## config.mk

```make
export PLATFORM = sky130hd
export DESIGN_NAME = fetch_decode_unit
export DESIGN_NICKNAME = d
export VERILOG_FILES = /design/src/rtl/fetch_decode_unit.sv
export SDC_FILE = /design/constraint.sdc
export NUM_CORES = 1
export LEC_CHECK = 0
export CAP_MARGIN = 10
export CORE_MARGIN = 1.5
export CORE_UTILIZATION = 43
export CTS_CLUSTER_SIZE = 16
export DETAILED_ROUTE_END_ITERATION = 8
export GPL_TIMING_DRIVEN = 0
export MAX_ROUTING_LAYER = met4
export PLACE_DENSITY = 0.8
export SETUP_SLACK_MARGIN = 0.4
export SLEW_MARGIN = 25
export SYNTH_ARGS = -nofsm -noshare
export SYNTH_HDL_FRONTEND = slang
export SYNTH_SLANG_ARGS = --single-unit
export TNS_END_PERCENT = 50
```

## constraint.sdc

```tcl
create_clock -name clk -period 2.4 [get_ports clk]
set_input_delay 0.24 -clock clk [delete_from_list [all_inputs] [get_ports clk]]
set_output_delay 0.24 -clock clk [all_outputs]
set_load 0.05 [all_outputs]
```

## src/rtl/fetch_decode_unit.sv

```systemverilog
// fetch_decode_unit: instruction fetch and decode front end.
//   Presents pc on abus, captures the combinational instruction word from dbus
//   into a one-entry output holding register with valid/ready handshake,
//   splits it into opcode/operand, flags illegal opcodes and out-of-range
//   fetches, and halts on either until redirected.
// Ports:
//   clk, reset              clock, synchronous active-high reset
//   enable                  fetching permitted
//   abus / dbus             instruction memory address out / word in
//   inst_valid, inst_ready  issue handshake
//   opcode, operand,        held instruction fields, fetch address and
//   inst_pc, illegal        illegal/fault flag
//   redirect, redirect_addr flush and restart fetch
// Optional macro: FETCH_JMP_FOLD_EN folds jmp into the fetch stage (not issued).
module fetch_decode_unit #(
    parameter logic [12:0] RESET_PC  = 13'h0000,
    parameter int unsigned MEM_DEPTH = 64
) (
    input  logic        clk,
    input  logic        reset,
    input  logic        enable,
    output logic [12:0] abus,
    input  logic [15:0] dbus,
    output logic        inst_valid,
    input  logic        inst_ready,
    output logic [2:0]  opcode,
    output logic [12:0] operand,
    output logic [12:0] inst_pc,
    output logic        illegal,
    input  logic        redirect,
    input  logic [12:0] redirect_addr
);

    localparam int unsigned AW   = 13;
    localparam int unsigned OPW  = 3;
    localparam int unsigned CMPW = AW + 1;

    localparam logic [OPW-1:0] OP_ILL = 3'b111;
`ifdef FETCH_JMP_FOLD_EN
    localparam logic [OPW-1:0] OP_JMP = 3'b100;
`endif

    typedef enum logic [1:0] {IDLE, FETCH, HALT} state_e;

    state_e         state_q;
    logic [AW-1:0]  pc_q;
    logic           valid_q;
    logic [OPW-1:0] opcode_q;
    logic [AW-1:0]  operand_q;
    logic [AW-1:0]  inst_pc_q;
    logic           illegal_q;

    logic           capture_c;
    logic           fault_c;
    logic [OPW-1:0] dbus_op_c;
    logic [AW-1:0]  dbus_arg_c;

    // Holding register is free when empty or being drained this cycle.
    assign capture_c  = (state_q == FETCH) && (!valid_q || inst_ready) && !redirect;
    // One extra bit so MEM_DEPTH = 8192 compares correctly.
    assign fault_c    = {1'b0, pc_q} >= CMPW'(MEM_DEPTH);
    assign dbus_op_c  = dbus[15:13];
    assign dbus_arg_c = dbus[12:0];

    // State, pc and output holding register.
    always_ff @(posedge clk) begin
        if (reset) begin
            state_q   <= IDLE;
            pc_q      <= RESET_PC;
            valid_q   <= 1'b0;
            opcode_q  <= '0;
            operand_q <= '0;
            inst_pc_q <= '0;
            illegal_q <= 1'b0;
        end else if (redirect) begin
            pc_q    <= redirect_addr;
            valid_q <= 1'b0;
            state_q <= enable ? FETCH : IDLE;
        end else begin
            case (state_q)
                IDLE:    if (enable)  state_q <= FETCH;
                FETCH:   if (!enable) state_q <= IDLE;
                default: ;
            endcase

            if (capture_c) begin
                inst_pc_q <= pc_q;
                pc_q      <= pc_q + AW'(1);
                valid_q   <= 1'b1;
                if (fault_c) begin
                    // Out-of-range fetch: dbus is meaningless, issue a null word.
                    opcode_q  <= '0;
                    operand_q <= '0;
                    illegal_q <= 1'b1;
                    state_q   <= HALT;
                end else if (dbus_op_c == OP_ILL) begin
                    opcode_q  <= dbus_op_c;
                    operand_q <= dbus_arg_c;
                    illegal_q <= 1'b1;
                    state_q   <= HALT;
                end
`ifdef FETCH_JMP_FOLD_EN
                else if (dbus_op_c == OP_JMP) begin
                    // Jump resolved here: drop it and fetch from its target.
                    valid_q <= 1'b0;
                    pc_q    <= dbus_arg_c;
                end
`endif
                else begin
                    opcode_q  <= dbus_op_c;
                    operand_q <= dbus_arg_c;
                    illegal_q <= 1'b0;
                end
            end else if (inst_ready) begin
                valid_q <= 1'b0;
            end
        end
    end

    assign abus       = pc_q;
    assign inst_valid = valid_q;
    assign opcode     = opcode_q;
    assign operand    = operand_q;
    assign inst_pc    = inst_pc_q;
    assign illegal    = illegal_q;

endmodule

```

=== Word-level counts from Yosys, hierarchy flattened ===
Cells that the tools add are included.

* Add/subtract/negate cells: 1
* Order comparisons: 1
* Equal/unequal tests: 2
* Multiplexer cells: 16
* Bitwise operators: 1
* Reductions and logical operators: 10

{| class="wikitable"
|+ Operator list
! kind !! number
|-
| 2-to-1 mux 13 bit || 3
|-
| adder 13 x 1 -> 13 bit (second input constant) || 1
|-
| >= comparator 13 x 7 -> 1 bit (second input constant) || 1
|-
| 2-to-1 mux 2 bit || 6
|-
| 2-to-1 mux 1 bit || 5
|-
| case mux 2 bit (2 select lines) || 1
|-
| nonzero test 2 bit || 2
|-
| == test 3 bit (second input constant) || 1
|-
| 2-to-1 mux 3 bit || 1
|-
| == test 2 x 1 -> 1 bit (second input constant) || 1
|-
| logical AND 1 bit || 2
|-
| logical NOT 1 bit || 2
|-
| logical NOT 2 bit || 1
|-
| AND reduction 2 bit || 1
|-
| OR reduction 2 bit || 1
|-
| logical OR 1 bit || 1
|-
| NOT 1 bit || 1
|}

* Flip-flop bits (word level): 46
* Bits of input ports: 34
* Output and inout bits: 44
* Word-level logic and storage cells: 38

=== Longest topological paths before layout ===
* Word-level depth: 6
* Mapped depth: 5
* Mapped depth without buffers: 4

=== Worst setup path before layout ===
No wires, ideal clock.

* Path kind: register -> register
* Start point: register pc_q[3] (netlist: abus[3])
* End point: register pc_q[8] (netlist: abus[8])
* Setup time: 0.091 ns
* Arrival time: 2.049 ns
* Data required time: 2.309 ns
* Path slack: 0.260 ns
* Cell stages (with the launch flop): 5
* Path buffers: 0
* Period minus slack after synthesis: 2.140 ns
* Cell sequence: dfxtp_1 nand4_2 or4b_4 or3_1 a311oi_1

* Longest elaborated chain between the ends: 3

{| class="wikitable"
|+ Ends and longest elaborated chain
! item !! line !! RTL
|-
| from (decl) || 46 || <nowiki>logic [AW-1:0] pc_q;</nowiki>
|-
| from (signal assigned) || 76 || <nowiki>pc_q <= redirect_addr;</nowiki>
|-
| from (signal assigned) || 88 || <nowiki>pc_q <= pc_q + AW'(1);</nowiki>
|-
| adder 13 x 1 -> 13 bit || 88 ||
|-
| 2-to-1 mux 13 bit || 86 || <nowiki>if (capture_c) begin</nowiki>
|-
| 2-to-1 mux 13 bit || 75 || <nowiki>end else if (redirect) begin</nowiki>
|}

No other way between the ends. The select of a mux whose other input is x is not followed.
A chain may end at the register's enable or synchronous reset.

=== Worst setup path in the final report ===
* Start point: register pc_q[10] (netlist: abus[10])
* End point: output port abus[10]

{| class="wikitable"
|+ RTL lines
! item !! line !! RTL
|-
| to (decl) || 22 || <nowiki>output logic [12:0] abus,</nowiki>
|}

No word-level cell between the ends.

==> reports/qor.txt <==
final setup violation count: 0
Critical R2R Capture: abus[12]
Reg-to-Reg Start: state_q[1]
final setup TNS: 0 ps
CP endpoint kind: output port
number of synthesized flops with an enable pin: 0
first drt pass iteration count: 4
endpoints failing hold: 0
Main synth FF type: dfxtp_1
CTS max path bufs: 2
Avg Synthesized Cell Area: 8.07 um2
fin. max-slew vios: 0
largest net degree at the start of global routing: 14
hold_ws: 457 ps
Synth cell types: 32
GRT Residual Overflow: 0
Yosys top cell by area: dfxtp_1
Antenna diodes: 0
synthesized area: 1920 um2
area of the die: 4880 um2
Clock Skews: 5.51 ps
cells after synthesis: 238
layout cells sized above 1: 6.83%
WS Path Type: register to output port
Net Switching: 0.000511 W
worst skew pair latency: 300 ps
setup slack at placement: 148 ps
via count: 2,003
Cell Pwr Density: 579 nW/um2
wire length per cell: 13.9 um
worst reg2reg path depth: 4
Comb pwr share: 22.2%
global-route usage over all layers: 23.0%
GP Congestion: 0.893
Seq/Total Area, Yosys: 47.9%
Worst VDD drop: 0.308 mV
part of the cycle the worst path needs: 77.8%
clock-pin slew on the worst setup and hold paths: 80 ps
Sequential Area: 932 um2
top cells by area, synth: dfxtp_1, nand2_1, a21oi_1
fmax: 536 MHz
slew margin rel.: 64.7%
Reg2Reg Setup Slack: 550 ps
leakage: 0.957 nW
largest delay contributor family on the critical path: buffers and inverters
Tightest Pin Transition: 529 ps
WL final: 5210 um
fin crit period: 1870 ps
Post-DP HPWL: 3920 um
drc violations: 0
iteration-0 DRC count of the detailed router: 111
number of CTS-inserted buffers: 5
area share of the largest cell type after synthesis: 47.9%
# IOs: 78
CTS tree: done
switching share of power: 31.0%
Layout fillers: 394
worst stage delay on the critical path: 860 ps
htree depth: 2
nets@finish: 358
Seq pwr share: 50.9%
Worst Hold Launch: inst_pc[5]
vias per cell: 5.36
commonest cells in the netlist: nand2_1, dfxtp_1, a21oi_1
Synth Register Bits: 46
FFs w/ async S/R, synth: 0%
RSZ-0062 raised after global routing: yes
core area: 4320 um2
Port Buf Inserts: 77
final worst slack: 534 ps
Net Count, Synth: 274
die height: 69.9 um
Clock Sinks: 46
Critical Path RT: 2160 ps
Critical Path Fanout Max: 7
crit path DAT: 1630 ps
critical path's slowest cell: clkdlybuf4s50_1
hold-fix buffers at CTS: 0
number of global-route vias before repair: 1,865
Yosys Warn Count: 0
first-pass GRT wire length: 8770 um
status: finished, final reports clean
Cells after DPL: 367
CTS root buffer: clkbuf_8
CP Buf/Inv Count: 1
internal power: 0.00114 W
initial antenna violation count: 0
Routed Antenna Nets: 0
Max-Cap Viols: 0
Hold Path End: inst_pc[5]
CP cell instances: clkdlybuf4s50_1
most common cell in the netlist: nand2_1
Multi-input gate area: 942 um2
Layout area overhead: 48.4%
Worst Hold Class: register to register
Worst path depth: 1
hold path depth: 2
Die X-Extent: 69.9 um
Final Instance Count excl. Fillers: 374
CP Launch Type: register
FP Rows: 24
Clock power frac: 26.9%
initial core utilization: 44.4%
## final cells by class
cell class                      instances  share of cell area (%)
Multi-Input combinational cell        175                    33.0
Sequential cell                        46                    32.7
Timing Repair Buffer                   77                    27.0
Clock buffer                            5                    2.41
Tap cell                               52                    2.28
Buffer                                 12                    1.58
Inverter                                5                   0.658
Clock inverter                          2                   0.351
## metal layers
layer / GRT usage (%) / share of wire [%]
met1: 28.1 / 44
met2: 37.7 / 49
met3: 5.19 / 5.6
met4: 7.91 / 1.7
met5: - / 0
## worst max path at each step
stage | from | end
detailed placement | inst_ready | operand[12]
CTS | state_q[1] | operand[12]
global placement | inst_ready | operand[12]
floorplan | abus[9] | abus[12]
global route | abus[3] | abus[8]
finish | abus[10] | abus[10]
## metrics by stage
stage	total power [W]	area [um2]	utilization, %
final	0.00165	2850	66.0
after global routing	0.00173	2850	66.0
after CTS	0.00166	2850	65.9
after detailed placement	0.00122	2770	64.0
after global placement	0.00122	2770	64.0
after floorplan	0.00107	1930	-
## timing repair
action / 4_1_cts / 5_1_grt
setup endpoints to repair: 0 / 13
hold endpoints to repair: 0 / 0
buffers inserted: 0 / 0
resized for setup: 0 / 1
## cell usage in the layout, fill, tap and decap left out, types with 5 or more instances in the layout
cell and instances:
nand3_1 8, clkbuf_1 12, nand2_1 66, a21oi_1 33
clkbuf_8 5, nor2_1 13, a311oi_1 7, a211oi_1 7
dfxtp_2 9, dfxtp_1 37, clkdlybuf4s50_1 77
## power by group through the flow
stage	clock [W]	combinational (W)	sequential, W
CTS	0.000453	0.000367	0.000841
global placement	0	0.000361	0.000858
global route	0.000490	0.000391	0.000848
finish	0.000444	0.000366	0.000841
detailed placement	0	0.000365	0.000859
floorplan	0	0.000101	0.000966
## cells by family (layout without fill, tap and decap cells)
logic type / after synthesis / count (layout) / synth area share [%]
xor gates and xnor gates: 6 / 6 / 2.73
and+or+nand+nor: 112 / 112 / 27.2
AOI/OAI and AO/OA: 55 / 55 / 17.5
adders and majority gates: 2 / 2 / 1.30
DFF: 46 / 46 / 47.9
buffers and inverters: 17 / 101 / 3.32
## flip-flops by register name (all words and copies together), names as in the netlist
| register | flops |
|---|---|
| operand | 13 |
| opcode | 3 |
| abus | 13 |
| inst_valid | 1 |
| illegal | 1 |
| inst_pc | 13 |
| state_q | 2 |
(Power assumes the default switching activity.)
==> variant 1 (same settings) <==
Make the reset (`reset`) asynchronous in one clocked block. Comments in the files are not updated.
--- a/src/rtl/fetch_decode_unit.sv
+++ b/src/rtl/fetch_decode_unit.sv
@@ -64,5 +64,5 @@
 
     // State, pc and output holding register.
-    always_ff @(posedge clk) begin
+    always_ff @(posedge clk or posedge reset) begin
         if (reset) begin
             state_q   <= IDLE;
Check against the original RTL: differs if reset is asserted again (counterexample within 4 cycles, from zero or initial values and one cycle with reset high); with reset held inactive, the same outputs for 10 cycles.
==> variant 1 against the unedited design <==
Global-route usage decreased by 3.3 points. Non-clock buffer count shrank 1. Final cell count fell by 9.6%. Synthesized area increased by 6.7%. Final area grew 5.0%. Sequential cell count stayed put. First-iteration DRC count down 25%. Worst setup slack got worse by 0.022 ns. Wire length shrank 6.6%. Register-to-register slack improved by 0.11 ns. Critical path type unchanged.
Power is not compared: it rests on default switching activity, and its combinational part moved more than twofold at a synthesized area within 25%.
==> variant 1: results (changes against the unedited design) <==
[global_routing]
grt_pass1_wl_um=7690  ; -12%
first_global_vias=1638  ; -12%
grt_start_max_net_pins=25  ; +11
track_usage_pct=19.7  ; -3.3 points

[timing]
skew_ns=0.00908  ; +0.00356 ns
worst_slew_pin_slew_ns=0.532  ; +0.00318 ns
fin_crit_ns=1.89  ; +0.0216 ns

[logic_synthesis]
netlist_top_cells_count=dfrtp_1 (46), nand2_1 (46), a22o_1 (16)
yosys-top-cells-area=dfrtp_1 (56%), nand2_1 (8.4%), a22o_1 (6.8%)
syn_nets=237  ; -14%
ys_seq_area_share_pct=56.1  ; +8.2 points
synth_cell_types=32  ; unchanged
synthArstFlopShare_pct=100  ; +100 points
synthFlopType=dfrtp_1
synth.avg_cell_area_um2=10.2  ; +26%

[critical_path]
crit_fanout=6  ; -1
cp_slowest_cell=clkdlybuf4s50_1
max_stage_delay_ns=0.86  ; about the same
arrival_ns=1.65  ; +0.02 ns

[worst_hold_path]
hp-class=input pin to async pin

[route]
first_iter_violations=83  ; -25%
wire_per_inst_um=14.4  ; +3.3%
via_per_inst=5.22  ; -2.6%
routed_wl_um=4870  ; -6.6%

[cells_and_area]
nNetsFinal=321  ; -10%
n_fill_cell=364  ; -7.6%
diodes=0  ; unchanged
layout-drive-gt1-share_pct=8.04  ; +1.2 points

[status]
status=finished clean

[placed_design]
place_hpwl_um=3640  ; -7.3%
gp_congestion=0.786  ; -12%
placed_area_mm2=0.00290  ; +4.9%
numPortBuffers=76  ; -1.3%
numPlacedInstances=330  ; -10%

[power_and_ir_drop]
ir_drop_mv=0.388
leakagePower_uw=0.00132

[clock_network]
cts_buffers=5  ; unchanged
htree_levels=2  ; unchanged
cts_resized=0  ; unchanged

variant 1: path summary, 6_finish.rpt:
| check | start | to | slack, ns | depth (start not counted) |
|---|---|---|---|---|
| max in group asynchronous | reset | state_q[0] | 1.62 | 3 |
| worst min register to register | inst_pc[3] | inst_pc[3] | 0.48 | 2 |
| worst max-delay path | abus[6] | abus[6] | 0.51 | 1 |
| worst max register to register | inst_valid | state_q[0] | 0.66 | 5 |
| min in group clk | redirect | abus[12] | 0.36 | 3 |
| worst min-delay path | reset | operand[0] | 0.30 | 2 |
variant 1: logic make-up (layout without fill, tap and decap cells):
family,count (synthesis),after routing,synth area share [%]
AO/OA/AOI/OAI,38,38,13.3
XOR/XNOR,7,7,2.99
adder cells (fa/ha/maj),2,2,1.22
buffers and inverters,19,104,4.70
flip-flops,46,46,56.1
multiplexers,2,2,1.04
AND/OR/NAND/NOR,87,87,20.6
variant 1: area by class of cell:
cell class / count / area share [%]
sequential: 46 / 38.4
tap: 52 / 2.17
clock inverter: 1 / 0.167
inverter: 8 / 1.00
multi-input combinational: 136 / 26.8
buffer: 11 / 2.21
timing repair buffer: 77 / 26.3
clock buffer: 7 / 2.88
variant 1: stage by stage:
stage          setup slack (ns)  util, %  hold slack (ns)  power [µW]
2_1_floorplan             0.651        -            0.360        1740
3_3_place_gp              0.186     64.3            0.461        2130
3_5_place_dp              0.426     64.9            0.472        2150
4_1_cts                   0.506     66.9            0.309        2630
5_1_grt                   0.458     66.9            0.344        2730
6_report                  0.512     66.9            0.295        2620
variant 1: metal layers:
| layer | track usage [%] | vias up | share of wire [%] |
|---|---|---|---|
| li1 | - | 863 | - |
| met1 | 25.7 | 827 | 47 |
| met2 | 31.5 | 68 | 47 |
| met3 | 4.44 | 5 | 5.6 |
| met4 | 5.03 | 0 | 0.94 |
| met5 | - | - | 0 |
variant 1: where the power goes:
part | internal (µW) | switching (µW) | total (µW)
clock network | 233 | 251 | 483
logic | 385 | 731 | 1120
registers | 915 | 101 | 1020
total | 1530 | 1080 | 2620
==> variant 2 (same flow settings) <==
Without the edit above. Build with the macro `FETCH_JMP_FOLD_EN` defined.
--- a/src/rtl/fetch_decode_unit.sv
+++ b/src/rtl/fetch_decode_unit.sv
@@ -13,4 +13,6 @@
 //   redirect, redirect_addr flush and restart fetch
 // Optional macro: FETCH_JMP_FOLD_EN folds jmp into the fetch stage (not issued).
+`define FETCH_JMP_FOLD_EN
+
 module fetch_decode_unit #(
     parameter logic [12:0] RESET_PC  = 13'h0000,
Function: changed (a bounded check fails within 4 cycles, from zero or initial values and one cycle with reset high).
==> variant 2 against the unedited design <==
Synthesized area rose by 16%. Total power rose by 9.8%. Final area rose by 15%. Via count rose by 22%. Sequential cell count did not move. Sequential power fell by 2%. Synthesized cell count rose by 15%. Worst setup slack got worse by 0.097 ns. Wire length rose by 31%. Highest routed layer unchanged.
==> variant 2: results (changes against the unedited design) <==
[global_routing]
grt_pass1_wl_um=10700  ; +23%
first_global_vias=2258  ; +21%
track_usage_pct=26.1  ; +3.1 points
grt_start_max_net_pins=16  ; +2

[critical_path]
crit_family=simple AND/OR/NAND/NOR gates
rrSetupSlack_ns=0.44  ; -0.11 ns
max_stage_delay_ns=0.54  ; -0.32 ns
crit_fanout=10  ; +3

[worst_hold_path]
min_from=reset
hp-class=input pin to flip-flop

[timing]
holdWs_ns=0.366  ; -0.0910 ns
worst_slew_pin_slew_ns=0.576  ; +0.0472 ns

[logic_synthesis]
yosys-top-cells-area=dfxtp_1 (41%), a21oi_1 (8.1%), nand2_1 (5.0%)
ys_seq_area_share_pct=41.3  ; -6.7 points
synth_cell_types=41  ; +28%
netlist_top_cells_count=dfxtp_1 (46), a21oi_1 (36), nand2_1 (30)
synth_fa_ha_area_share_pct=1.12  ; -0.18 points
syn_nets=309  ; +13%
synth_mux_area_share_pct=1.35  ; +1.3 points
synth_xor_area_share_pct=2.35  ; -0.38 points

[placed_design]
numPortBuffers=76  ; -1.3%
post-place-ws_ns=0.0376  ; -0.111 ns
placed_area_mm2=0.00309  ; +11%
gp_congestion=0.942  ; +5.4%

[cells_and_area]
layout-drive-gt1-share_pct=10.2  ; +3.4 points
nNetsFinal=397  ; +11%
final_cells=432  ; +16%

[route]
vias=2453  ; +22%
dr.pass1.iters=5  ; +1

[status]
status=finished clean

[clock_network]
cts_setup_buffers=2  ; +2
cts_resized=5  ; +5

[power_and_ir_drop]
leakagePower_uw=0.00110  ; +15%

variant 2: cell types whose count changed in the layout (fill, tap and decap cells not counted), moves of 6 or more:
| cell | delta |
|---|---|
| buf_4 | +7 |
| dfxtp_2 | -6 |
| o21ai_0 | +14 |
| a211oi_1 | -6 |
| nand4_1 | +14 |
| nor3_1 | +9 |
| a311oi_1 | -7 |
| nand2_1 | -36 |
| nor2_1 | -6 |
| a22oi_1 | +10 |
variant 2: routing by layer:
layer	part of all wire, %	vias to the layer above	track usage [%]
met4	2.1	0	9.49
met5	0	-	-
met1	43	1130	33.9
li1	-	1173	-
met3	7.1	18	4.82
met2	47	132	40.5
variant 2: cell families after synthesis:
logic type | after synthesis
multiplexers | 3
XOR/XNOR | 6
adder cells (fa/ha/maj) | 2
AO/OA/AOI/OAI | 85
buffers and inverters | 34
AND/OR/NAND/NOR | 97
flip-flops | 46
variant 2: worst reg2reg max path, stage by stage, from the launching register on:
cell and delay (ns):
dfxtp_4 0.37, or4_4 0.54, buf_6 0.15, or3_4 0.38
buf_6 0.16, nor2_2 0.13, o32ai_1 0.09
variant 2: how the worst max path moves through the flow:
stage | to | slack (ns)
4_1_cts | operand[12] | 0.38
2_1_floorplan | abus[12] | 0.41
6_report | abus[7] | 0.44
3_3_place_gp | abus[10] | 0.05
5_1_grt | abus[12] | 0.40
3_5_place_dp | abus[7] | 0.04
variant 2: cell type report:
class	instances	area, µm²
plain buffers	26	140
clock inverters	3	43.8
fillers	428	1760
well taps	70	87.6
clock buffers	5	68.8
multi-input cells	193	1180
inverters	8	30.0
flip-flops and latches	46	928
repair buffers	81	798
variant 2: power by group:
| group | switching, µW | internal [µW] | leakage [µW] |
|---|---|---|---|
| logic | 240 | 168 | 0.000664 |
| clock network | 272 | 312 | 0.0000585 |
| registers | 31.0 | 790 | 0.000376 |
